[config.mk]
export PLATFORM = sky130hd
export DESIGN_NAME = e203_exu_bjp_flush_ctrl
export DESIGN_NICKNAME = d
export VERILOG_FILES = /design/src/rtl/e203_exu_bjp_flush_ctrl_pkg.sv /design/src/rtl/e203_exu_bjp_tgt_calc.sv /design/src/rtl/e203_exu_bjp_flush_ctrl.sv
export SDC_FILE = /design/constraint.sdc
export NUM_CORES = 1
export LEC_CHECK = 0
export BUFFER_PORTS_ARGS = -buffer_cell sky130_fd_sc_hd__buf_2
export CORE_MARGIN = 4
export CORE_UTILIZATION = 41
export DETAILED_ROUTE_END_ITERATION = 8
export HOLD_SLACK_MARGIN = 0.1
export PLACE_DENSITY = 0.63
export SLEW_MARGIN = 30
export SYNTH_ARGS = -nofsm -noshare
export SYNTH_HDL_FRONTEND = slang
export SYNTH_SLANG_ARGS = --single-unit
[constraint.sdc]
create_clock -name clk -period 3.8 [get_ports clk]
set_input_delay 0.19 -clock clk [delete_from_list [all_inputs] [get_ports clk]]
set_output_delay 0.19 -clock clk [all_outputs]
set_load 0.01 [all_outputs]
[src/rtl/e203_exu_bjp_flush_ctrl_pkg.sv]
// Shared types and constants for the BJP flush controller.
package e203_exu_bjp_flush_ctrl_pkg;

    // Controller state encoding
    typedef enum logic {
        ST_IDLE  = 1'b0,
        ST_FLUSH = 1'b1
    } state_e;

    // Instruction lengths in bytes
    localparam int unsigned INSN_LEN_32 = 4;
    localparam int unsigned INSN_LEN_16 = 2;

    // Redirect target source
    typedef enum logic [2:0] {
        TGT_MEPC = 3'd0,
        TGT_DPC  = 3'd1,
        TGT_SEQ  = 3'd2,
        TGT_JALR = 3'd3,
        TGT_BR   = 3'd4
    } tgt_sel_e;

    // Priority pick of the redirect source: mret > dret > fence.i > jalr > resolved direction
    function automatic tgt_sel_e tgt_sel(
        input logic mret,
        input logic dret,
        input logic fencei,
        input logic jalr,
        input logic rslv
    );
        if (mret)        return TGT_MEPC;
        else if (dret)   return TGT_DPC;
        else if (fencei) return TGT_SEQ;
        else if (jalr)   return TGT_JALR;
        else if (rslv)   return TGT_BR;
        else             return TGT_SEQ;
    endfunction

endpackage

[src/rtl/e203_exu_bjp_tgt_calc.sv]
// Combinational redirect target mux/adder; all sums wrap at PC width.
module e203_exu_bjp_tgt_calc
    import e203_exu_bjp_flush_ctrl_pkg::*;
#(
    parameter int unsigned XLEN    = 32,
    parameter int unsigned PC_SIZE = 32
) (
    input  tgt_sel_e             sel,
    input  logic                 rv32,
    input  logic [PC_SIZE-1:0]   pc,
    input  logic [XLEN-1:0]      rs1,
    input  logic [XLEN-1:0]      imm,
    input  logic [PC_SIZE-1:0]   csr_mepc,
    input  logic [PC_SIZE-1:0]   csr_dpc,
    output logic [PC_SIZE-1:0]   tgt
);

    logic [PC_SIZE-1:0] len;
    logic [XLEN-1:0]    jalr_sum;

    // Select the target for the chosen redirect source
    always_comb begin
        len      = rv32 ? PC_SIZE'(INSN_LEN_32) : PC_SIZE'(INSN_LEN_16);
        jalr_sum = rs1 + imm;
        tgt      = pc + len;
        case (sel)
            TGT_MEPC: tgt = csr_mepc;
            TGT_DPC:  tgt = csr_dpc;
            TGT_SEQ:  tgt = pc + len;
            TGT_JALR: tgt = PC_SIZE'(jalr_sum) & ~PC_SIZE'(1);
            TGT_BR:   tgt = pc + PC_SIZE'(imm);
            default:  tgt = pc + len;
        endcase
    end

endmodule

[src/rtl/e203_exu_bjp_flush_ctrl.sv]
// BJP commit consumer: detects mispredicts/serializing ops, raises a held
// redirect request to the IFU, and keeps branch/mispredict statistics.
module e203_exu_bjp_flush_ctrl
    import e203_exu_bjp_flush_ctrl_pkg::*;
#(
    parameter int unsigned XLEN    = 32,
    parameter int unsigned PC_SIZE = 32,
    parameter int unsigned CNT_W   = 32
) (
    input  logic                 clk,
    input  logic                 rst,
    input  logic                 cmt_i_valid,
    output logic                 cmt_i_ready,
    input  logic                 cmt_i_bjp,
    input  logic                 cmt_i_jalr,
    input  logic                 cmt_i_mret,
    input  logic                 cmt_i_dret,
    input  logic                 cmt_i_fencei,
    input  logic                 cmt_i_prdt,
    input  logic                 cmt_i_rslv,
    input  logic                 cmt_i_rv32,
    input  logic [PC_SIZE-1:0]   cmt_i_pc,
    input  logic [XLEN-1:0]      cmt_i_rs1,
    input  logic [XLEN-1:0]      cmt_i_imm,
    input  logic [PC_SIZE-1:0]   csr_mepc,
    input  logic [PC_SIZE-1:0]   csr_dpc,
    input  logic                 excp_flush,
    output logic                 flush_req,
    output logic [PC_SIZE-1:0]   flush_pc,
    input  logic                 flush_ack,
    output logic [CNT_W-1:0]     bjp_cnt,
    output logic [CNT_W-1:0]     mispred_cnt
);

    state_e             state_q, state_d;
    logic               flush_req_q, flush_req_d;
    logic [PC_SIZE-1:0] flush_pc_q, flush_pc_d;
    logic [CNT_W-1:0]   bjp_cnt_q, bjp_cnt_d;
    logic [CNT_W-1:0]   mispred_cnt_q, mispred_cnt_d;

    logic               accept;
    logic               mispred;
    logic               need_flush;
    tgt_sel_e           sel;
    logic [PC_SIZE-1:0] tgt;

    // Decode the commit entry: handshake, mispredict and redirect source
    always_comb begin
        cmt_i_ready = (state_q == ST_IDLE) & ~excp_flush;
        accept      = cmt_i_valid & cmt_i_ready;
        mispred     = cmt_i_bjp & ~cmt_i_jalr & (cmt_i_prdt ^ cmt_i_rslv);
        need_flush  = cmt_i_mret | cmt_i_dret | cmt_i_fencei | cmt_i_jalr | mispred;
        sel         = tgt_sel(cmt_i_mret, cmt_i_dret, cmt_i_fencei, cmt_i_jalr, cmt_i_rslv);
    end

    e203_exu_bjp_tgt_calc #(
        .XLEN    (XLEN),
        .PC_SIZE (PC_SIZE)
    ) u_tgt_calc (
        .sel      (sel),
        .rv32     (cmt_i_rv32),
        .pc       (cmt_i_pc),
        .rs1      (cmt_i_rs1),
        .imm      (cmt_i_imm),
        .csr_mepc (csr_mepc),
        .csr_dpc  (csr_dpc),
        .tgt      (tgt)
    );

    // Next-state, redirect and counter update logic
    always_comb begin
        state_d       = state_q;
        flush_req_d   = flush_req_q;
        flush_pc_d    = flush_pc_q;
        bjp_cnt_d     = bjp_cnt_q;
        mispred_cnt_d = mispred_cnt_q;

        case (state_q)
            ST_IDLE: begin
                if (accept && need_flush) begin
                    state_d     = ST_FLUSH;
                    flush_req_d = 1'b1;
                    flush_pc_d  = tgt;
                end
            end
            ST_FLUSH: begin
                // Exception flush wins over ack; either way the request retires
                if (excp_flush || flush_ack) begin
                    state_d     = ST_IDLE;
                    flush_req_d = 1'b0;
                end
            end
            default: begin
                state_d     = ST_IDLE;
                flush_req_d = 1'b0;
            end
        endcase

        if (accept) begin
            bjp_cnt_d     = bjp_cnt_q + CNT_W'(cmt_i_bjp);
            mispred_cnt_d = mispred_cnt_q + CNT_W'(mispred);
        end
    end

    // State, redirect and statistics registers
    always_ff @(posedge clk) begin
        if (rst) begin
            state_q       <= ST_IDLE;
            flush_req_q   <= 1'b0;
            flush_pc_q    <= '0;
            bjp_cnt_q     <= '0;
            mispred_cnt_q <= '0;
        end else begin
            state_q       <= state_d;
            flush_req_q   <= flush_req_d;
            flush_pc_q    <= flush_pc_d;
            bjp_cnt_q     <= bjp_cnt_d;
            mispred_cnt_q <= mispred_cnt_d;
        end
    end

    assign flush_req   = flush_req_q;
    assign flush_pc    = flush_pc_q;
    assign bjp_cnt     = bjp_cnt_q;
    assign mispred_cnt = mispred_cnt_q;

endmodule
Word-level counts from Yosys, hierarchy flattened --
Index checks and enable logic that the tools add are counted.
Word-level totals: memory bits (writable) 0, bits in latches 0, memory bits (read-only) 0, memories kept 0, word-level logic and storage cells 45, register bits after elaboration 98
Cells by class: bitwise operators 12, shifts and indexed selects 0, reduce and logical (&&, ||, !) cells 5, multiplexer cells 13, equal/unequal tests 5, divide/modulo/power cells 0, order comparisons 0, $mul 0, add/subtract/negate cells 5
Operator list (count):
- $pmux 32 s4 | 1
- $add 32x32->32 | 3
- $add 32x1->32 | 2
- $mux 3 | 6
- $and 1x1->1 | 4
- $mux 1 | 4
- $ne 2x1->1 const B | 2
- $or 1x1->1 | 4
- $pmux 1 s2 | 2
- $reduce_and 2->1 | 2
- $eq 3x1->1 const B | 1
- $eq 3x2->1 const B | 1
- $eq 3x3->1 const B | 1
- $logic_not 3->1 | 1
- $not 1->1 | 3
- $logic_and 1x1->1 | 1
- $logic_or 1x1->1 | 1
- $xor 1x1->1 | 1

Logic depth before layout (Yosys ltp) --
Gate-level depths: netlist of run 1.
depth in word-level cells 7, mapped depth 18, gate-level depth less buffers 17

Cells and area by module --
Synthesis of run 1 repeated with hierarchy kept, for this count alone.
Unflattened totals: cell total of the unflattened synthesis 1195, area, all modules 8909.8 um^2
Modules (own cells, without submodules):
- e203_exu_bjp_tgt_calc | seq. area each 0.0 um^2, area an instance 4464.3 um^2, cells an instance 661, times used 1
- e203_exu_bjp_flush_ctrl | seq. area each 1961.9 um^2, area an instance 4445.5 um^2, cells an instance 534, times used 1

Worst setup path after synthesis of run 1 --
OpenSTA, ideal clock, no wires.
path type input -> register, start point input port cmt_i_dret, end point register flush_pc_q[28] (netlist: flush_pc[28]), required time 3709 ps, path slack 370 ps, stages on the path 17, arrival 3339 ps, buffers on the path 1, path through inv_1 -> nand2_1 -> nor3_1 -> clkbuf_1 -> and3_1 -> ha_1 -> inv_1 -> fa_1 -> nand2b_1 -> a21oi_1 -> o211ai_1 -> o211ai_1 -> o211ai_1 -> a31oi_1 -> xor2_1 -> nor2_1 -> a311oi_1
Between the ends: longest elaborated chain between the ends 6
RTL lines:
- start, declared | RTL line e203_exu_bjp_flush_ctrl.sv:17 | input logic cmt_i_dret,
- $or 1x1->1 (4 in a row) | RTL line e203_exu_bjp_flush_ctrl.sv:52 | need_flush = cmt_i_mret | cmt_i_dret | cmt_i_fencei | cmt_i_jalr | mispred;
- $logic_and 1x1->1 | RTL line e203_exu_bjp_flush_ctrl.sv:80 | if (accept && need_flush) begin
- $reduce_and 2->1 (no line)
- end signal, assigned | RTL line e203_exu_bjp_flush_ctrl.sv:116 | flush_pc_q <= flush_pc_d;
- end, declared | RTL line e203_exu_bjp_flush_ctrl.sv:37 | logic [PC_SIZE-1:0] flush_pc_q, flush_pc_d;
Several ways; a longest one is shown, not always the timed one. A chain may end at the register's enable or synchronous reset.

Worst setup path in the final report of run 1 --
Same ends and word-level chain as after synthesis.

==> reports/metrics.yaml, run 1 <==
outcome:
  outcome: "completed"
floorplan:
  ios: 271
  fp.dieArea_mm2: 0.02243
  core_region_area_mm2: 0.01959
  die_h_um: 149.8
  dieWidth_um: 149.8
  core.rowCount: 51
  initial_utilization: 0.4206
clock_network:
  h-tree-depth: 3
  cts_tree: "built"
  cts_buffers: 9
  post_cts_resized: 0
  clock-sinks: 98
  clk_latency_ps: 360
  root_buffer: "clkbuf_16"
  cts_hold_buffers: 0
  cts.clk_slew.worst_paths_ps: 90
  cts_buffer_depth: 2
  post-cts-setup-buffers: 0
detailed_routing:
  drc: 0
  routed_wl_mm: 29.53
  drt_pass1_iterations: 7
  drt_iter0_markers: 813
  antenna_left: 0
  num_vias: 9024
  wl_per_cell_um: 18.39
  routed_via_density: 5.619
finish:
  stdcell_area_mm2: 0.01021
  final_cell_mix: "buf_2 (269), nor2_1 (125), nand2_1 (106), dfxtp_1 (98), a21oi_1 (85)"
  areaGrowthSynthToFinish_pct: 23.96
  fin_nets: 1573
  fillCellCount: 2018
  layout_commonest_cell: "buf_2"
  drive_gt1_frac: 0.2496
place:
  dpl_cell_area_mm2: 0.009908
  place_congestion: 0.9535
  place_hpwl_mm: 23.83
  place_ws_ps: 111.5
  numPortBuffers: 270
sta:
  drv_slew: 0
  max_slew_margin: 0.4306
  rsz0062_at_grt: "false"
  final-hold-violation-count: 0
  layout_setup_ws_ps: 477.2
  fin_worst_skew_ps: 11.80
  final-setup-viol-count: 0
  period_minus_slack_ps: 3323
  setup-tns-final_ps: 0
  max_clock_freq_mhz: 301.0
  layout_worst_path_cycle_share: 0.8744
  worst_pin_slew_ps: 854.1
global_route:
  grt_use_met1: 0.3511
  grt_usage: 0.2575
  top_usage_layer: "met2"
  met2_usage: 0.4158
  overflow: 0
  met3_usage: 0.03543
  antenna_found_initial: 4
  grt_pass1_vias: 8528
  grt_pass1_wl_mm: 45.85
  grt_max_degree: 56
setup_path:
  critPathLaunch: "cmt_i_dret"
  start_kind: "primary input"
  critPathCapture: "flush_pc[28]"
  r2r_cells: 9
  crit_type: "primary input to flip-flop"
  crit_fanout: 5
  path_cells: "buf_2, inv_1, nand2_1, nor3_2, nand2_1, nand2_1, o21a_1, inv_1, fa_1, nand2b_1, a21oi_1, o211ai_1, o211ai_1, o211ai_1, a31oi_1, xor2_1, nor2_1, a311oi_1"
  required_ps: 4070
  timing.rr.start: "state_q"
  worstReg2RegEnd: "mispred_cnt[31]"
  endpoint_kind: "flip-flop"
  cp.arrival_ps: 3600
  cp_slowest_cell: "fa_1"
  cp_num_buf_inv: 3
  max_stage_delay_ps: 430
  reg2reg_slack_ps: 1320
  worst-path-stages: 18
  cp_top_family: "compound AO/OA/AOI/OAI gates"
pwr:
  powerDensity_mw_per_mm2: 274.8
  total_power_uw: 2807
  ir_worst_vdd_v: 0.0001846
  p_leak_uw: 0.004920
synth:
  yosysTopAreaCell: "dfxtp_1"
  synthTopCellsByArea: "dfxtp_1 (24%), ha_1 (9.9%), xor2_1 (7.2%)"
  synth_edf_count: 0
  synth_warnings: 0
  syn_inst: 1082
  ys_async_sr_fraction: 0
  ys_seq_area_frac: 0.2381
  syn-num-nets: 1322
  yosysUniqueCellTypes: 69
  ys_ff_latch: 98
  yosys.area.top_type_share: 0.2381
  mappedNetlistArea_mm2: 0.008239
  ys.flop_type: "dfxtp_1"
  avgSynthCellArea_um2: 7.615
min_path:
  min_from: "flush_ack"
  hold_class: "primary input to flip-flop"
run:
  maxCapViolCount: 0
## where the power goes
group          leakage [uW]  switching [uW]  internal (uW)  total (uW)
Sequential         0.000795            15.2           1050        1070
Clock              0.000143             468            466         934
Combinational       0.00398             481            322         804
Total               0.00492             965           1840        2810
## per-stage QoR
stage	util	std cells	hold WS, ps
2_1_floorplan	-	1082	373.9
3_5_place_dp	0.5058	1587	461.5
5_1_grt	0.5214	1606	171.9
4_1_cts	0.5210	1603	126.6
6_report	0.5214	1606	144.6
3_3_place_gp	0.5058	1587	457.1
## worst min path at each step
stage | endpoint | slack (ps) | depth (start not counted)
2_1_floorplan | state_q | 370 | 3
3_3_place_gp | flush_pc[16] | 460 | 2
3_5_place_dp | flush_pc[16] | 460 | 2
4_1_cts | state_q | 130 | 4
5_1_grt | state_q | 170 | 4
6_report | state_q | 140 | 4
## flip-flops by register name, summed over array words and instances, names as in the netlist
| register | count |
|---|---|
| bjp_cnt | 32 |
| flush_pc | 32 |
| mispred_cnt | 32 |
| flush_req | 1 |
| state_q | 1 |
## cells by family after synthesis
kind of cell | after synthesis | share of synthesized area
compound gates | 302 | 0.2472
xor+xnor | 102 | 0.1084
fa+ha+maj | 67 | 0.1036
buf+inv | 73 | 0.03417
flops | 98 | 0.2381
mux | 6 | 0.007290
simple gates | 434 | 0.2612
## metal layers
metal	wire, um	up-vias	share of wire
li1	-	4482	-
met1	13160	4111	0.45
met2	13470	370	0.46
met3	2023	59	0.069
met4	863	2	0.029
met5	11	-	0.00037
## synthesized netlist by cell type, drive strengths merged (3+ instances only)
master,count
a21o,38
o22ai,3
inv,22
nand4,26
dfxtp,98
a211o,3
nor2,128
nand3b,7
a221oi,6
o21a,10
o211ai,16
a22oi,3
a221o,4
clkbuf,41
nand2,107
a311oi,13
buf,10
nand3,36
xnor2,34
and3,48
ha,65
or2,3
nor2b,8
a21oi,88
a31oi,13
nor4,3
nand2b,8
nor3,25
and4,9
or3,13
a222oi,12
o21bai,5
xor2,68
o21ai,54
and2,8
a2111oi,5
mux2i,6
o221ai,3
a211oi,16
## tightest hold or removal path, stage by stage
cell and delay, ps:
buf_2 90, nor2_1 50, nand2_1 60, a21oi_1 50
## area by class of cell
| type | count | area (um^2) | share of cell area |
|---|---|---|---|
| multi-input combinational | 911 | 6021 | 0.5895 |
| inverter | 22 | 82.58 | 0.008085 |
| clock inverter | 7 | 72.57 | 0.007105 |
| clock buffer | 9 | 225.2 | 0.02205 |
| timing repair buffer | 291 | 1511 | 0.1480 |
| sequential | 98 | 1962 | 0.1921 |
| tap | 265 | 331.6 | 0.03246 |
| antenna | 3 | 7.507 | 0.0007350 |
(Power assumes the default switching activity.)
==> inputs of run 2 (changes only) <==
Settings changed: RECOVER_POWER from default to 25.
==> run 2 against run 1 <==
Effect of this change:
- power is 0.19% lower
- fmax decreased by 1.3%
- wire length grew 0.27%
- combinational power decreased by 0.7%
- critical path depth unchanged
- clock-buffer cell count unchanged
- non-clock buffer count unchanged
- worst setup slack worse by 43 ps
- flip-flop and latch count is the same
- critical path type unchanged
- critical endpoint unchanged
- highest routed layer unchanged
==> reports/metrics.yaml, run 2 (same netlist as run 1, synthesis figures left out) <==
sta:
  max_slew_margin: 0.4217
  rsz0062_at_grt: "false"
  period_minus_slack_ps: 3366
  fin_worst_skew_ps: 11.82
  final-hold-violation-count: 0
  max_clock_freq_mhz: 297.1
  worst_pin_slew_ps: 867.4
  final-setup-viol-count: 0
  setup-tns-final_ps: 0
  drv_slew: 0
  layout_worst_path_cycle_share: 0.8857
global_route:
  grt_pass1_wl_mm: 45.85
  grt_max_degree: 56
  grt_usage: 0.2575
  antenna_found_initial: 4
  overflow: 0
  grt_pass1_vias: 8528
detailed_routing:
  met1_length_mm: 13.12
  antenna_left: 0
  num_vias: 9022
  wl_met3_mm: 2.123
  drt_iter0_markers: 669
  dr.max_layer_used: "met5"
  routed_via_density: 5.618
  routed_wl_mm: 29.61
  drt_pass1_iterations: 6
  drc: 0
  wl_per_cell_um: 18.44
  wl_met2_mm: 13.45
setup_path:
  cp_top_family: "compound AO/OA/AOI/OAI gates"
  cp_num_buf_inv: 3
  crit_fanout: 5
  required_ps: 4070
  path_cells: "buf_2, inv_1, nand2_1, nor3_2, nand2_1, nand2_1, o21a_1, inv_1, fa_1, nand2b_1, a21oi_1, o211ai_1, o211ai_1, o211ai_1, a31oi_1, xor2_1, nor2_1, a311oi_1"
  endpoint_kind: "flip-flop"
  start_kind: "primary input"
  max_stage_delay_ps: 430
  cp.arrival_ps: 3640
  crit_type: "primary input to flip-flop"
  cp_slowest_cell: "fa_1"
finish:
  fillCellCount: 2029
  stdcell_area_mm2: 0.01015
  fin_nets: 1573
  layout_commonest_cell: "buf_2"
  final_cell_mix: "buf_2 (220), nor2_1 (125), nand2_1 (106), dfxtp_1 (98), a21oi_1 (85)"
  areaGrowthSynthToFinish_pct: 23.22
  drive_gt1_frac: 0.2130
run:
  maxCapViolCount: 0
clock_network:
  cts_buffer_depth: 2
  cts.clk_slew.worst_paths_ps: 90
  cts_hold_buffers: 0
  clk_latency_ps: 360
  post-cts-setup-buffers: 0
  clock-sinks: 98
  root_buffer: "clkbuf_16"
  cts_tree: "built"
  cts_buffers: 9
  post_cts_resized: 0
  h-tree-depth: 3
pwr:
  powerDensity_mw_per_mm2: 275.9
  ir_worst_vdd_v: 0.0001845
  p_leak_uw: 0.004718
floorplan:
  initial_utilization: 0.4206
  core.rowCount: 51
  ios: 271
  core_region_area_mm2: 0.01959
  dieWidth_um: 149.8
  fp.dieArea_mm2: 0.02243
  die_h_um: 149.8
place:
  place_congestion: 0.9535
  numPortBuffers: 270
  place_hpwl_mm: 23.83
  dpl_cell_area_mm2: 0.009908
outcome:
  outcome: "completed"
min_path:
  hold_class: "primary input to flip-flop"
[run 2: cell types whose count changed in the layout (fill, tap and decap cells not counted)]
cell      delta
clkbuf_1    +49
buf_2       -49
[run 2: per-layer routing]
metal / vias up / GRT usage
met5: - / 0
met4: 2 / 0.09424
met3: 60 / 0.03543
met2: 359 / 0.4158
met1: 4123 / 0.3511
li1: 4478 / -
[run 2: worst min-delay path: stages]
cell	delay, ps
buf_2	90
nor2_1	50
nand2_1	60
a21oi_1	50
[run 2: layout make-up]
type	count	area, um^2	share of cell area
clock inverters	7	72.57	0.007148
inverters	22	82.58	0.008134
flip-flops and latches	98	1962	0.1932
repair buffers	291	1450	0.1428
well taps	265	331.6	0.03266
diodes	3	7.507	0.0007395
multi-input cells	911	6021	0.5931
clock buffers	9	225.2	0.02218
[run 2: final timing paths]
path	startpoint	to	slack [ps]	cells after the start
setup / recovery	cmt_i_dret	flush_pc[28]	430	18
hold / removal	flush_ack	state_q	140	4
setup reg to reg	state_q	mispred_cnt[31]	1310	9
hold reg to reg	flush_pc[16]	flush_pc[16]	480	2
[run 2: through the flow]
step,hold slack [ps],cells,worst slack [ps],power (uW),utilization
floorplan,373.9,1082,369.8,1576,-
global placement,457.1,1587,213.1,1880,0.5058
detailed placement,461.5,1587,111.5,1881,0.5058
CTS,126.6,1603,459.2,2821,0.5210
global route,171.9,1606,106.7,2945,0.5182
finish,144.0,1606,434.2,2801,0.5182
[run 2: report_power, final]
group          leakage, uW  switching (uW)  internal (uW)
logic              0.00378             482            316
clock network     0.000143             468            466
registers         0.000795            16.1           1050
total              0.00472             966           1840
